`config.mk`:
```
export PLATFORM = sky130hd
export DESIGN_NAME = quad_pipe
export DESIGN_NICKNAME = d
export VERILOG_FILES = /design/src/rtl/quad_pipe.sv
export SDC_FILE = /design/constraint.sdc
export NUM_CORES = 1
export LEC_CHECK = 0
export BUFFER_PORTS_ARGS = -buffer_cell sky130_fd_sc_hd__buf_2
export CAP_MARGIN = 20
export CORE_MARGIN = 2
export CORE_UTILIZATION = 60
export DETAILED_ROUTE_END_ITERATION = 8
export GPL_TIMING_DRIVEN = 0
export HOLD_SLACK_MARGIN = 0.05
export PLACE_DENSITY = 0.87
export SKIP_LAST_GASP = 1
export SYNTH_ARGS = -nofsm -noshare
export SYNTH_HDL_FRONTEND = slang
export SYNTH_SLANG_ARGS = --single-unit
```
`constraint.sdc`:
```
create_clock -name clk -period 19.5 [get_ports clk]
set_input_delay 1.95 -clock clk [delete_from_list [all_inputs] [get_ports clk]]
set_output_delay 1.95 -clock clk [all_outputs]
set_load 0.01 [all_outputs]
```
`src/rtl/quad_pipe.sv`:
```
// Pipelined sum-of-squares unit c = Q(a*a + b*b) with valid/ready flow control.
// Define QUAD_SAT_EN to clamp overflowing results to all-ones and flag sat; otherwise results wrap.
`timescale 1ns/1ps

module quad_pipe #(
  parameter int IN_W   = 14,
  parameter int SIGNED = 0,
  parameter int SHIFT  = 0,
  parameter int OUT_W  = 2*IN_W+1,
  parameter int RND    = 0
) (
  input  logic             clk,
  input  logic             rst,
  input  logic             in_valid,
  output logic             in_ready,
  input  logic [IN_W-1:0]  a,
  input  logic [IN_W-1:0]  b,
  output logic             out_valid,
  input  logic             out_ready,
  output logic [OUT_W-1:0] c,
  output logic             sat
);

  localparam int FW = 2*IN_W+1;
  localparam int unsigned RS = (SHIFT > 0) ? SHIFT-1 : 0;
  localparam logic [FW:0] RC = (RND != 0 && SHIFT > 0) ? ({{FW{1'b0}}, 1'b1} << RS) : '0;

  if (IN_W < 2 || IN_W > 32 || OUT_W < 1 || SHIFT < 0 || SHIFT > 2*IN_W) begin : g_bad_params
    $error("quad_pipe: illegal parameter combination");
  end

  logic                en;
  logic                v1, v2, v3, v4;
  logic [IN_W-1:0]     a1, b1;
  logic [2*IN_W-1:0]   sqa, sqb;
  logic [FW:0]         s3;
  logic [OUT_W-1:0]    c_q;

  logic [2*IN_W-1:0]   ax, bx, sqa_n, sqb_n;
  logic [FW:0]         sum_n, r;
  logic                ovf;
  logic [OUT_W-1:0]    c_n;

  assign en        = out_ready | ~v4;
  assign in_ready  = en;
  assign out_valid = v4;
  assign c         = c_q;

  // Squares are taken modulo 2^(2*IN_W); the true square always fits, so
  // sign extension alone gives the correct signed result.
  always_comb begin
    ax    = {{IN_W{(SIGNED != 0) & a1[IN_W-1]}}, a1};
    bx    = {{IN_W{(SIGNED != 0) & b1[IN_W-1]}}, b1};
    sqa_n = ax * ax;
    sqb_n = bx * bx;
    sum_n = (FW+1)'(sqa) + (FW+1)'(sqb) + RC;
    r     = s3 >> SHIFT;
  end

  if (OUT_W >= FW+1) begin : g_no_ovf
    assign ovf = 1'b0;
  end else begin : g_ovf
    assign ovf = |(r >> OUT_W);
  end

`ifdef QUAD_SAT_EN
  logic sat_q;
  assign c_n = ovf ? '1 : OUT_W'(r);
  assign sat = sat_q;
`else
  logic unused_ovf;
  assign unused_ovf = ovf ^ (^r);
  assign c_n = OUT_W'(r);
  assign sat = 1'b0;
`endif

  always_ff @(posedge clk or posedge rst) begin
    if (rst) begin
      v1  <= 1'b0;
      v2  <= 1'b0;
      v3  <= 1'b0;
      v4  <= 1'b0;
      a1  <= '0;
      b1  <= '0;
      sqa <= '0;
      sqb <= '0;
      s3  <= '0;
      c_q <= '0;
`ifdef QUAD_SAT_EN
      sat_q <= 1'b0;
`endif
    end else if (en) begin
      v1 <= in_valid;
      v2 <= v1;
      v3 <= v2;
      v4 <= v3;
      if (in_valid) begin
        a1 <= a;
        b1 <= b;
      end
      if (v1) begin
        sqa <= sqa_n;
        sqb <= sqb_n;
      end
      if (v2) s3 <= sum_n;
      if (v3) begin
        c_q <= c_n;
`ifdef QUAD_SAT_EN
        sat_q <= ovf;
`endif
      end
    end
  end

endmodule
```
### After elaboration in Yosys (flattened, before gate mapping)

Cells that the tools add are included.

* flip-flop bits (word level): 146
* input port bits: 32
* output and inout port bits: 32
* word-level logic and storage cells: 19

* add/subtract/negate cells: 1
* multiply operators: 2
* bitwise logic cells: 2
* reductions and logical operators: 4

Operators by type and width (count)
* 14-bit by 14-bit multiplier with 28-bit output: 2
* 28-bit by 28-bit adder with 29-bit output: 1
* 2-bit AND reduction: 4
* 1-bit NOT: 1
* 1-bit bitwise OR: 1

### Longest topological paths before layout

Gate-level depths: netlist of the first run.

* depth after elaboration: 3
* gate-level depth with buffers: 26
* gate-level depth less buffers: 23

### Least setup slack after synthesis of the first run

Ideal clock, no wire load.

* path type: flip-flop to flip-flop
* start: register b1[5]
* end: register sqb[24]
* setup time: 0.135 ns
* data arrival time: 6.059 ns
* data required time: 19.365 ns
* slack: 13.306 ns
* cell stages (with the launch flop): 22
* path buffers: 2
* clock period less this slack: 6.194 ns
* path through: dfrtp_1 -> clkbuf_1 -> clkbuf_1 -> nand2_1 -> fa_1 -> fa_1 -> inv_1 -> fa_1 -> inv_1 -> fa_1 -> inv_1 -> fa_1 -> fa_1 -> ha_1 -> nand4_1 -> o22ai_1 -> or4_4 -> o21a_1 -> o31a_1 -> o31ai_2 -> mux2i_1 -> o311ai_1

* longest elaborated chain between the ends: 1

RTL lines
* start: declaration: line 34 `logic [IN_W-1:0] a1, b1;`
* start signal: assignment: line 84 `b1 <= '0;`
* start signal: assignment: line 99 `b1 <= b;`
* 14-bit by 14-bit multiplier with 28-bit output: line 55 `sqb_n = bx * bx;`
* end signal: assignment: line 103 `sqb <= sqb_n;`
* end: declaration: line 35 `logic [2*IN_W-1:0] sqa, sqb;`

Every way passes these cells.
A chain may end at the register's enable or synchronous reset.

### Worst setup path after layout of the first run

* start: register a1[2]
* end: register sqa[27]

* longest elaborated chain between the ends: 1

RTL lines
* start: declaration: line 34
* start signal: assignment: line 83 `a1 <= '0;`
* start signal: assignment: line 98 `a1 <= a;`
* 14-bit by 14-bit multiplier with 28-bit output: line 54 `sqa_n = ax * ax;`
* end signal: assignment: line 102 `sqa <= sqa_n;`
* end: declaration: line 35

Every way passes these cells.

==> flow_summary.toml, run 1 <==
[global_route]
grt_pass1_vias = 14410
antenna_found_initial = 0
grt.overflow.total = 0
grt_max_degree = 90
grt_pass1_wl_um = 68590
grt.total_usage = 0.2806

[setup_path]
crit_type = "reg -> reg"
path_delay_family = "adder cells"
cp_slowest_stage_delay_ps = 580
crit_path_top_delay_cell = "clkbuf_1"
cp.arrival_ps = 7550
crit_path_frequent_cell = "inv_1"
cp.required_ps = 19860
r2r_slack_ps = 12300
path_buf_inv = 8
crit_path_max_fanout = 10
end_kind = "flop"
startpoint_type = "flop"

[sta]
max_freq_mhz = 139.0
hold_violations = 0
hold_ws_ps = 481.6
post-route-period-util = 0.3690
rsz0062_at_grt = "false"
skew_ps = 25.10
worst_pin_slew_ps = 925.3
finalMaxSlewViolations = 0
maxSlewHeadroom = 0.3831
finalCriticalPeriod_ps = 7195
fin_tns_setup_ps = 0
setup_viol = 0

[synth]
synth.distinct_cells = 70
synth_top_family_by_area = "adder cells"
synthXorXnorAreaFrac = 0.03731
synth_area_leader_cell = "fa_1"
synth-edff-count = 0
synthesis.nets = 2350
synth_ff_type = "dfrtp_1"
yosys_warnings = 0
ys_ff_latch = 144
async_flop_share = 1.000
yosys.area_share.simple = 0.1268
synthMuxAreaShare = 0.04371
synth_fa_ha_area_frac = 0.4048
seq_area_frac_synth = 0.2047
syn_inst = 1884
synth_top_area_frac = 0.2570
netlist_area_sq_mm = 0.01761
synth_area_per_cell_sq_um = 9.345
yosys-top-cells-area = "fa_1 (26%), dfrtp_1 (20%), ha_1 (15%), inv_1 (8.0%), nand2_1 (5.5%)"
synth_compound_area_frac = 0.08912

[floorplan]
ios = 64
die-area_sq_mm = 0.03073
die_x_um = 175.3
dieHeight_um = 175.3
core_area_sq_mm = 0.02878
rows = 62
start_util = 0.6117

[clock_network]
root_buffer = "clkbuf_16"
cts_made_buffers = 17
clock_sinks = 144
clockBufferDepth = 2
clk_pin_slew_ps = 80
cts_hold_buf = 0
ctsResizeCount = 0
cts_tree = "built"
insertion_delay_ps = 460
htreeDepth = 4
cts_setup_buffers = 0

[cells_and_area]
fin_nets = 2432
drive_gt1_frac = 0.09298
stdcell_count = 2363
diodes = 0
area_growth_pct = 8.166
fin_area_sq_mm = 0.01904

[job]
drv_cap = 0

[drt]
drc_errors = 0
dr.pass1.iters = 6
first_iter_violations = 999
via_per_inst = 5.705
vias = 13480
wl_per_cell_um = 17.40
antenna_left = 0
wl_um = 41110

[run_status]
status = "completed"

[placement]
io_buffers = 62
postPlaceCellArea_sq_mm = 0.01843
dp_hpwl_um = 32670
gp_congestion = 0.9395
numPlacedInstances = 2331

[min_path]
hold_class = "reg -> reg"
-- cell families after synthesis --
kind of cell | count (synthesis)
other | 1
adders and majority gates | 434
xor gates and xnor gates | 75
muxes | 69
and+or+nand+nor | 476
DFF | 144
buffers and inverters | 437
AOI/OAI and AO/OA | 248
-- worst register-to-register path: stages, from the launching register on --
cell	delay [ps]
dfrtp_1	330
clkbuf_1	390
clkbuf_1	580
inv_1	200
nor2_1	190
ha_1	190
a31oi_1	70
fa_1	590
inv_1	50
fa_1	490
inv_1	50
fa_1	530
inv_1	50
fa_1	470
inv_1	60
fa_1	500
inv_1	40
ha_1	300
nand2_1	70
a2111oi_1	460
o21ai_0	290
a21oi_1	350
or3_1	240
nand2_1	100
a2111o_1	420
o211ai_1	80
-- area by class of cell --
| class | instances | area, sq um |
|---|---|---|
| buffer | 63 | 240.2 |
| clock buffer | 17 | 425.4 |
| clock inverter | 15 | 188.9 |
| fill | 2164 | 9737 |
| inverter | 374 | 1409 |
| multi-input combinational | 1303 | 12360 |
| sequential | 144 | 3603 |
| tap | 384 | 480.5 |
| timing repair buffer | 63 | 337.8 |
-- state kept, by name (all words and copies together), names as in the netlist --
name       flops
sqa           27
v1             1
sqb           27
v3             1
a1            14
r             29
out_valid      1
c             29
v2             1
b1            14
-- synth_stat cells (4+ instances only) --
| cell type | instances |
|---|---|
| a21o_1 | 19 |
| a21oi_1 | 54 |
| a31o_2 | 8 |
| a31oi_1 | 9 |
| and2_1 | 61 |
| and3_1 | 17 |
| buf_1 | 4 |
| clkbuf_1 | 58 |
| dfrtp_1 | 144 |
| fa_1 | 226 |
| ha_1 | 208 |
| inv_1 | 374 |
| mux2_2 | 63 |
| mux2i_1 | 6 |
| nand2_1 | 258 |
| nand2b_1 | 11 |
| nand3_1 | 15 |
| nand3b_1 | 5 |
| nand4_1 | 7 |
| nor2_1 | 46 |
| nor2b_1 | 16 |
| nor3_1 | 15 |
| nor3b_1 | 6 |
| o21a_1 | 6 |
| o21ai_0 | 89 |
| o21ai_1 | 5 |
| o21bai_1 | 6 |
| o311ai_0 | 6 |
| o31ai_1 | 8 |
| or3_1 | 4 |
| xnor2_1 | 42 |
| xor2_1 | 33 |
-- cell usage in the layout (no fill, tap or decap), types with 42 or more instances in the layout --
master    Yosys  layout
inv_1       374     373
o21ai_0      89      89
dfrtp_1     144     144
and2_1       61      61
mux2_2       63      63
ha_1        208     208
buf_2         0      62
xnor2_1      42      42
nand2_1     258     258
nor2_1       46      46
fa_1        226     226
a21oi_1      54      54
clkbuf_1     58      58
-- through the flow --
step	setup WS, ps	utilization
6_report	12300	0.6617
5_1_grt	11900	0.6617
4_1_cts	12420	0.6617
3_5_place_dp	12490	0.6403
3_3_place_gp	12160	0.6392
2_1_floorplan	13310	-
-- per-layer routing --
layer | share of wire | global-route usage | vias up
met5 | 0 | 0 | -
met4 | 0.037 | 0.1122 | 0
met3 | 0.071 | 0.04481 | 118
met2 | 0.50 | 0.4797 | 499
met1 | 0.39 | 0.3585 | 6697
li1 | - | - | 6167
-- worst paths after layout --
check / startpoint / end / depth (start not counted)
setup / recovery: a1[2]$_DFFE_PP0P_ / sqa[27]$_DFFE_PP0P_ / 25
hold reg to reg: r[27]$_DFFE_PP0P_ / r[27]$_DFFE_PP0P_ / 2
max in group asynchronous: rst / r[27]$_DFFE_PP0P_ / 3
setup reg to reg: a1[2]$_DFFE_PP0P_ / sqa[27]$_DFFE_PP0P_ / 25
min in group asynchronous: rst / c[13]$_DFFE_PP0P_ / 2
hold / removal: r[27]$_DFFE_PP0P_ / r[27]$_DFFE_PP0P_ / 2
Power of run 1 is not shown: default switching activity piles up to over one toggle a cycle in this logic, so the estimate is an artifact.
==> inputs of run 2 (changes only) <==
--- a/config.mk
+++ b/config.mk
@@ -5,14 +5,15 @@
 export SDC_FILE = /design/constraint.sdc
 export NUM_CORES = 1
 export LEC_CHECK = 0
+export ABC_AREA = 1
 export BUFFER_PORTS_ARGS = -buffer_cell sky130_fd_sc_hd__buf_2
 export CAP_MARGIN = 20
 export CORE_MARGIN = 2
-export CORE_UTILIZATION = 60
+export CORE_UTILIZATION = 59
 export DETAILED_ROUTE_END_ITERATION = 8
 export GPL_TIMING_DRIVEN = 0
 export HOLD_SLACK_MARGIN = 0.05
-export PLACE_DENSITY = 0.87
+export PLACE_DENSITY = 0.88
 export SKIP_LAST_GASP = 1
 export SYNTH_ARGS = -nofsm -noshare
 export SYNTH_HDL_FRONTEND = slang
==> constraint.sdc (replaced) <==
create_clock -name clk -period 6.31 [get_ports clk]
set_input_delay 0.631 -clock clk [delete_from_list [all_inputs] [get_ports clk]]
set_output_delay 0.631 -clock clk [all_outputs]
set_load 0.01 [all_outputs]
==> run 2 against run 1 <==
Against the previous run: count of clock-buffer cells in the layout is 1 higher; maximum frequency is 20% higher; largest cell class unchanged; routed wire length is 20% higher; core utilization is 2.2 points lower; synthesized cell count is 41% higher; first-iteration DRC count is 10% higher; worst hold slack worse by 130 ps; cell area is 12% higher; register-to-register slack worse by 12000 ps; area after synthesis is 12% higher; cell count is 36% higher; die area is 14% higher; critical endpoint unchanged.
==> flow_summary.toml, run 2 <==
[cells_and_area]
fin_nets = 3209
fin_area_sq_mm = 0.02129
drive_gt1_frac = 0.08273
final_cell_mix = "nand2_1 (795), inv_1 (665), fa_1 (226)"
diodes = 0
area_growth_pct = 7.698
final_common_cell = "nand2_1"
fillers = 2798

[sta]
maxSlewHeadroom = 0.4525
hold_violations = 0
finalMaxSlewViolations = 0
worst_pin_slew_ps = 821.3
max_freq_mhz = 166.2
finalCriticalPeriod_ps = 6018
rsz0062_at_grt = "true"
setup_viol = 0
fin_ws_ps = 291.9
fin_tns_setup_ps = 0
skew_ps = 17.84
hold_ws_ps = 350.6
post-route-period-util = 0.9537

[setup_path]
crit_chain = "clkbuf_1 > nand2_1 > inv_1 > fa_1 > inv_1 > fa_1 > inv_1 > fa_1 > fa_1 > fa_1 > inv_1 > fa_1 > inv_1 > ha_1 > nand2_1 > nor2_2 > nand3_1 > nand3_2 > nand2_1 > nand3_1 > nand2_1 > nand3_1 > nand2_1"
crit_path_top_delay_cell = "dfrtp_1"
cp.required_ps = 6630
crit_type = "reg -> reg"
crit_path_frequent_cell = "fa_1"
startpoint_type = "flop"
end_kind = "flop"
crit_path_max_fanout = 10
cp_slowest_stage_delay_ps = 540
cp.arrival_ps = 6340

[synth]
ys_ff_latch = 144
synth_area_per_cell_sq_um = 7.428
syn_inst = 2661
synth_ff_type = "dfrtp_1"
synth.distinct_cells = 41
synth_top_area_frac = 0.2289
synth_most_common_cell = "nand2_1"
synth-edff-count = 0
synth_compound_area_frac = 0.03849
yosys.area_share.simple = 0.2342
yosys_warnings = 0
synth_top_family_by_area = "adder cells"
ys_top_cells_by_count = "nand2_1 (795), inv_1 (666), fa_1 (226)"
seq_area_frac_synth = 0.1823
synthMuxAreaShare = 0.01880
synthesis.nets = 3127
netlist_area_sq_mm = 0.01977
yosys-top-cells-area = "fa_1 (23%), dfrtp_1 (18%), nand2_1 (15%), ha_1 (13%), inv_1 (13%)"
synth_fa_ha_area_frac = 0.3606
async_flop_share = 1.000
synth_area_leader_cell = "fa_1"
synthXorXnorAreaFrac = 0.02304

[clock_network]
cts_tree = "built"
ctsResizeCount = 0
clockBufferDepth = 2
insertion_delay_ps = 450
cts_setup_buffers = 0
clk_pin_slew_ps = 80
root_buffer = "clkbuf_16"
cts_hold_buf = 0
htreeDepth = 4
clock_sinks = 144
cts_made_buffers = 17

[drt]
vias = 16550
dr.pass1.iters = 6
first_iter_violations = 1101
wl_um = 49140
drc_errors = 0
antenna_left = 0
wl_per_cell_um = 15.34
via_per_inst = 5.166

[global_route]
grt.overflow.total = 0
grt_pass1_vias = 17120
grt_pass1_wl_um = 82350
antenna_found_initial = 1
grt_max_degree = 87
grt.total_usage = 0.2957

[placement]
postPlaceCellArea_sq_mm = 0.02067
gp_congestion = 0.9791
io_buffers = 62
dp_hpwl_um = 41170
dpl_worst_slack_ps = 247.8

[floorplan]
ios = 64
core_area_sq_mm = 0.03328
start_util = 0.5939
die_x_um = 187.0
die-area_sq_mm = 0.03498
dieHeight_um = 187.0
rows = 67

[run_status]
status = "completed"

[min_path]
hold_class = "in -> async"

[job]
drv_cap = 0
-- run 2: cell count changes in the layout (fill, tap and decap cells not counted), sizes merged, moves of 17 or more --
cell / previous run / this run
clkbuf: 75 / 55
nor2: 46 / 145
nand4: 7 / 24
mux2: 63 / 33
o21ai: 95 / 51
inv: 382 / 691
nand3: 15 / 106
nand2: 258 / 817
and2: 61 / 0
-- run 2: final timing paths --
| check | startpoint | end | slack (ps) | cells after the start |
|---|---|---|---|---|
| setup reg to reg | a1[4]$_DFFE_PP0P_ | sqa[27]$_DFFE_PP0P_ | 290 | 23 |
| hold / removal | rst | sqb[3]$_DFFE_PP0P_ | 350 | 2 |
| min in group clk | a[7] | a1[7]$_DFFE_PP0P_ | 410 | 2 |
| hold reg to reg | r[22]$_DFFE_PP0P_ | r[22]$_DFFE_PP0P_ | 480 | 2 |
| setup / recovery | a1[4]$_DFFE_PP0P_ | sqa[27]$_DFFE_PP0P_ | 290 | 23 |
| max in group asynchronous | rst | b1[13]$_DFFE_PP0P_ | 5160 | 3 |
-- run 2: final cells by class --
| class | instances | area (sq um) | share of cell area |
|---|---|---|---|
| plain buffers | 56 | 259.0 | 0.01217 |
| clock buffers | 18 | 429.2 | 0.02016 |
| clock inverters | 14 | 172.7 | 0.008111 |
| inverters | 685 | 2576 | 0.1210 |
| multi-input cells | 1776 | 13350 | 0.6270 |
| flip-flops and latches | 144 | 3603 | 0.1693 |
| well taps | 448 | 560.5 | 0.02633 |
| repair buffers | 63 | 337.8 | 0.01587 |
-- run 2: stage by stage --
| stage | cells | utilization |
|---|---|---|
| 6_report | 3204 | 0.6396 |
| 2_1_floorplan | 2661 | - |
| 5_1_grt | 3204 | 0.6396 |
| 3_5_place_dp | 3172 | 0.6210 |
| 4_1_cts | 3204 | 0.6391 |
| 3_3_place_gp | 3171 | 0.6201 |
-- run 2: cells by family after synthesis --
group,count (synthesis)
AND/OR/NAND/NOR,1118
other,1
flip-flops,144
buffers and inverters,741
AO/OA/AOI/OAI,138
adder cells (fa/ha/maj),434
XOR/XNOR,52
multiplexers,33
-- run 2: per-layer routing --
metal  track usage  vias to the layer above  routed length (um)
met5             0                        -                  13
met4        0.1364                        2                2318
met3       0.05310                      150                3501
met2        0.4950                      578               23140
met1        0.3746                     7771               20170
li1              -                     8050                   -
-- run 2: critical path, delay by kind of cell (launching register included) --
| family | cells | cell delay [ps] |
|---|---|---|
| adders and majority gates | 7 | 3070 |
| and+or+nand+nor | 10 | 1400 |
| buffers and inverters | 6 | 860 |
| DFF | 1 | 540 |
Power of run 2 is left out for the same reason.
==> inputs of run 3 (changes only) <==
--- a/config.mk
+++ b/config.mk
@@ -12,7 +12,8 @@
 export CORE_UTILIZATION = 59
 export DETAILED_ROUTE_END_ITERATION = 8
 export GPL_TIMING_DRIVEN = 0
-export HOLD_SLACK_MARGIN = 0.05
+export HOLD_SLACK_MARGIN = 0.08
+export MAX_ROUTING_LAYER = met4
 export PLACE_DENSITY = 0.88
 export SKIP_LAST_GASP = 1
 export SYNTH_ARGS = -nofsm -noshare
==> run 3 against run 2 <==
Against the previous run: first-iteration DRC count is 10% lower; non-clock buffer count stayed put; critical endpoint is now sqb[14]$_DFFE_PP0P_; sequential cell count did not move; clock skew decreased by 1.4 ps; global-route usage is 1.1 points higher; core utilization down 0.087 points; cell count unchanged; cell area shrank 0.14%.
==> flow_summary.toml, run 3 (synthesis gave the netlist of run 2 again) <==
[cells_and_area]
post-route-util = 0.6387
final_cell_mix = "nand2_1 (795), inv_1 (665), fa_1 (226)"
drive_gt1_frac = 0.08058
area_growth_pct = 7.552
fin_nets = 3209
final_common_cell = "nand2_1"

[sta]
finalMaxSlewViolations = 0
finalCriticalPeriod_ps = 6121
worst_pin_slew_ps = 765.6
setup_viol = 0
maxSlewHeadroom = 0.4896
max_freq_mhz = 163.4
hold_violations = 0
rsz0062_at_grt = "true"
skew_ps = 16.47
post-route-period-util = 0.9700

[drt]
antenna_left = 0
wl_um = 49810
vias = 16620
via_per_inst = 5.188
first_iter_violations = 991
drc_errors = 0
wl_per_cell_um = 15.55
dr.pass1.iters = 5

[clock_network]
clock_sinks = 144
htreeDepth = 4
root_buffer = "clkbuf_16"
cts_tree = "built"
cts_made_buffers = 17
insertion_delay_ps = 450
ctsResizeCount = 0
clockBufferDepth = 2
cts_setup_buffers = 0
clk_pin_slew_ps = 70
cts_hold_buf = 0

[setup_path]
reg2reg_from = "b1[5]$_DFFE_PP0P_"
end_kind = "flop"
cp.required_ps = 6640
crit_type = "reg -> reg"
worstSetupStartpoint = "b1[5]$_DFFE_PP0P_"
reg2reg_depth = 23
cp.arrival_ps = 6450
startpoint_type = "flop"
crit_path_max_fanout = 10

[run_status]
status = "completed"

[placement]
dp_hpwl_um = 41740
gp_congestion = 0.9581
io_buffers = 62

[floorplan]
die_x_um = 187.0
dieHeight_um = 187.0
rows = 67
start_util = 0.5939
core_area_sq_mm = 0.03328
ios = 64
die-area_sq_mm = 0.03498

[global_route]
grt_pass1_wl_um = 82500
grt.total_usage = 0.3070
grt_max_degree = 74
grt_pass1_vias = 17010
antenna_found_initial = 1
grt.overflow.total = 0

[min_path]
hold_class = "in -> async"

[job]
drv_cap = 0
run 3: cell types whose count changed in the layout (fill, tap and decap cells not counted), sizes merged:
cell / before / now
clkbuf: 55 / 54
diode: 0 / 1
inv: 691 / 690
bufinv: 2 / 1
clkinvlp: 0 / 2
run 3: metal layers:
metal,wire length (um),track usage
met1,20860,0.3803
met2,23930,0.5050
met3,2936,0.04503
met4,2082,0.1294
met5,0,-
run 3: worst paths after layout:
kind / to / slack (ps)
worst max-delay path: sqb[14]$_DFFE_PP0P_ / 190
worst min-delay path: sqa[3]$_DFFE_PP0P_ / 300
worst max register to register: sqb[14]$_DFFE_PP0P_ / 190
worst min register to register: sqb[3]$_DFFE_PP0P_ / 480
max in group asynchronous: c[3]$_DFFE_PP0P_ / 5190
min in group clk: b1[4]$_DFFE_PP0P_ / 410
run 3: stage by stage:
step	setup slack [ps]	cell area (sq um)	hold WS (ps)	cells	setup TNS, ps
after floorplan	1131	19770	434.8	2661	0
after global placement	124.3	20640	454.9	3171	0
after detailed placement	136.7	20670	467.5	3172	0
after CTS	83.43	21250	334.8	3203	0
after global routing	-9.333	21260	364.3	3204	-9.333
final	189.0	21260	303.0	3204	0
run 3: cell type report:
cell class                 instances  area, sq um
fill                            2883        12020
timing repair buffer              63        337.8
multi-input combinational       1776        13350
inverter                         685         2576
antenna                            1        2.502
sequential                       144         3603
tap                              448        560.5
clock buffer                      17        425.4
clock inverter                    14        152.6
buffer                            56        251.5
run 3: critical path: stages (launching register included):
cell and delay (ps):
dfrtp_1 450, clkbuf_1 560, nand2_1 250, fa_1 590
fa_1 530, inv_1 50, fa_1 500, inv_1 60
fa_1 530, inv_1 50, fa_1 470, fa_1 490
ha_1 370, nand2_1 150, inv_1 50, nand2_1 60
nand2_1 110, inv_2 80, nand2_1 130, nand2_1 90
nand2_1 70, or2_1 200, nand3_1 90, nand2_1 70
Power of run 3 is left out for the same reason.
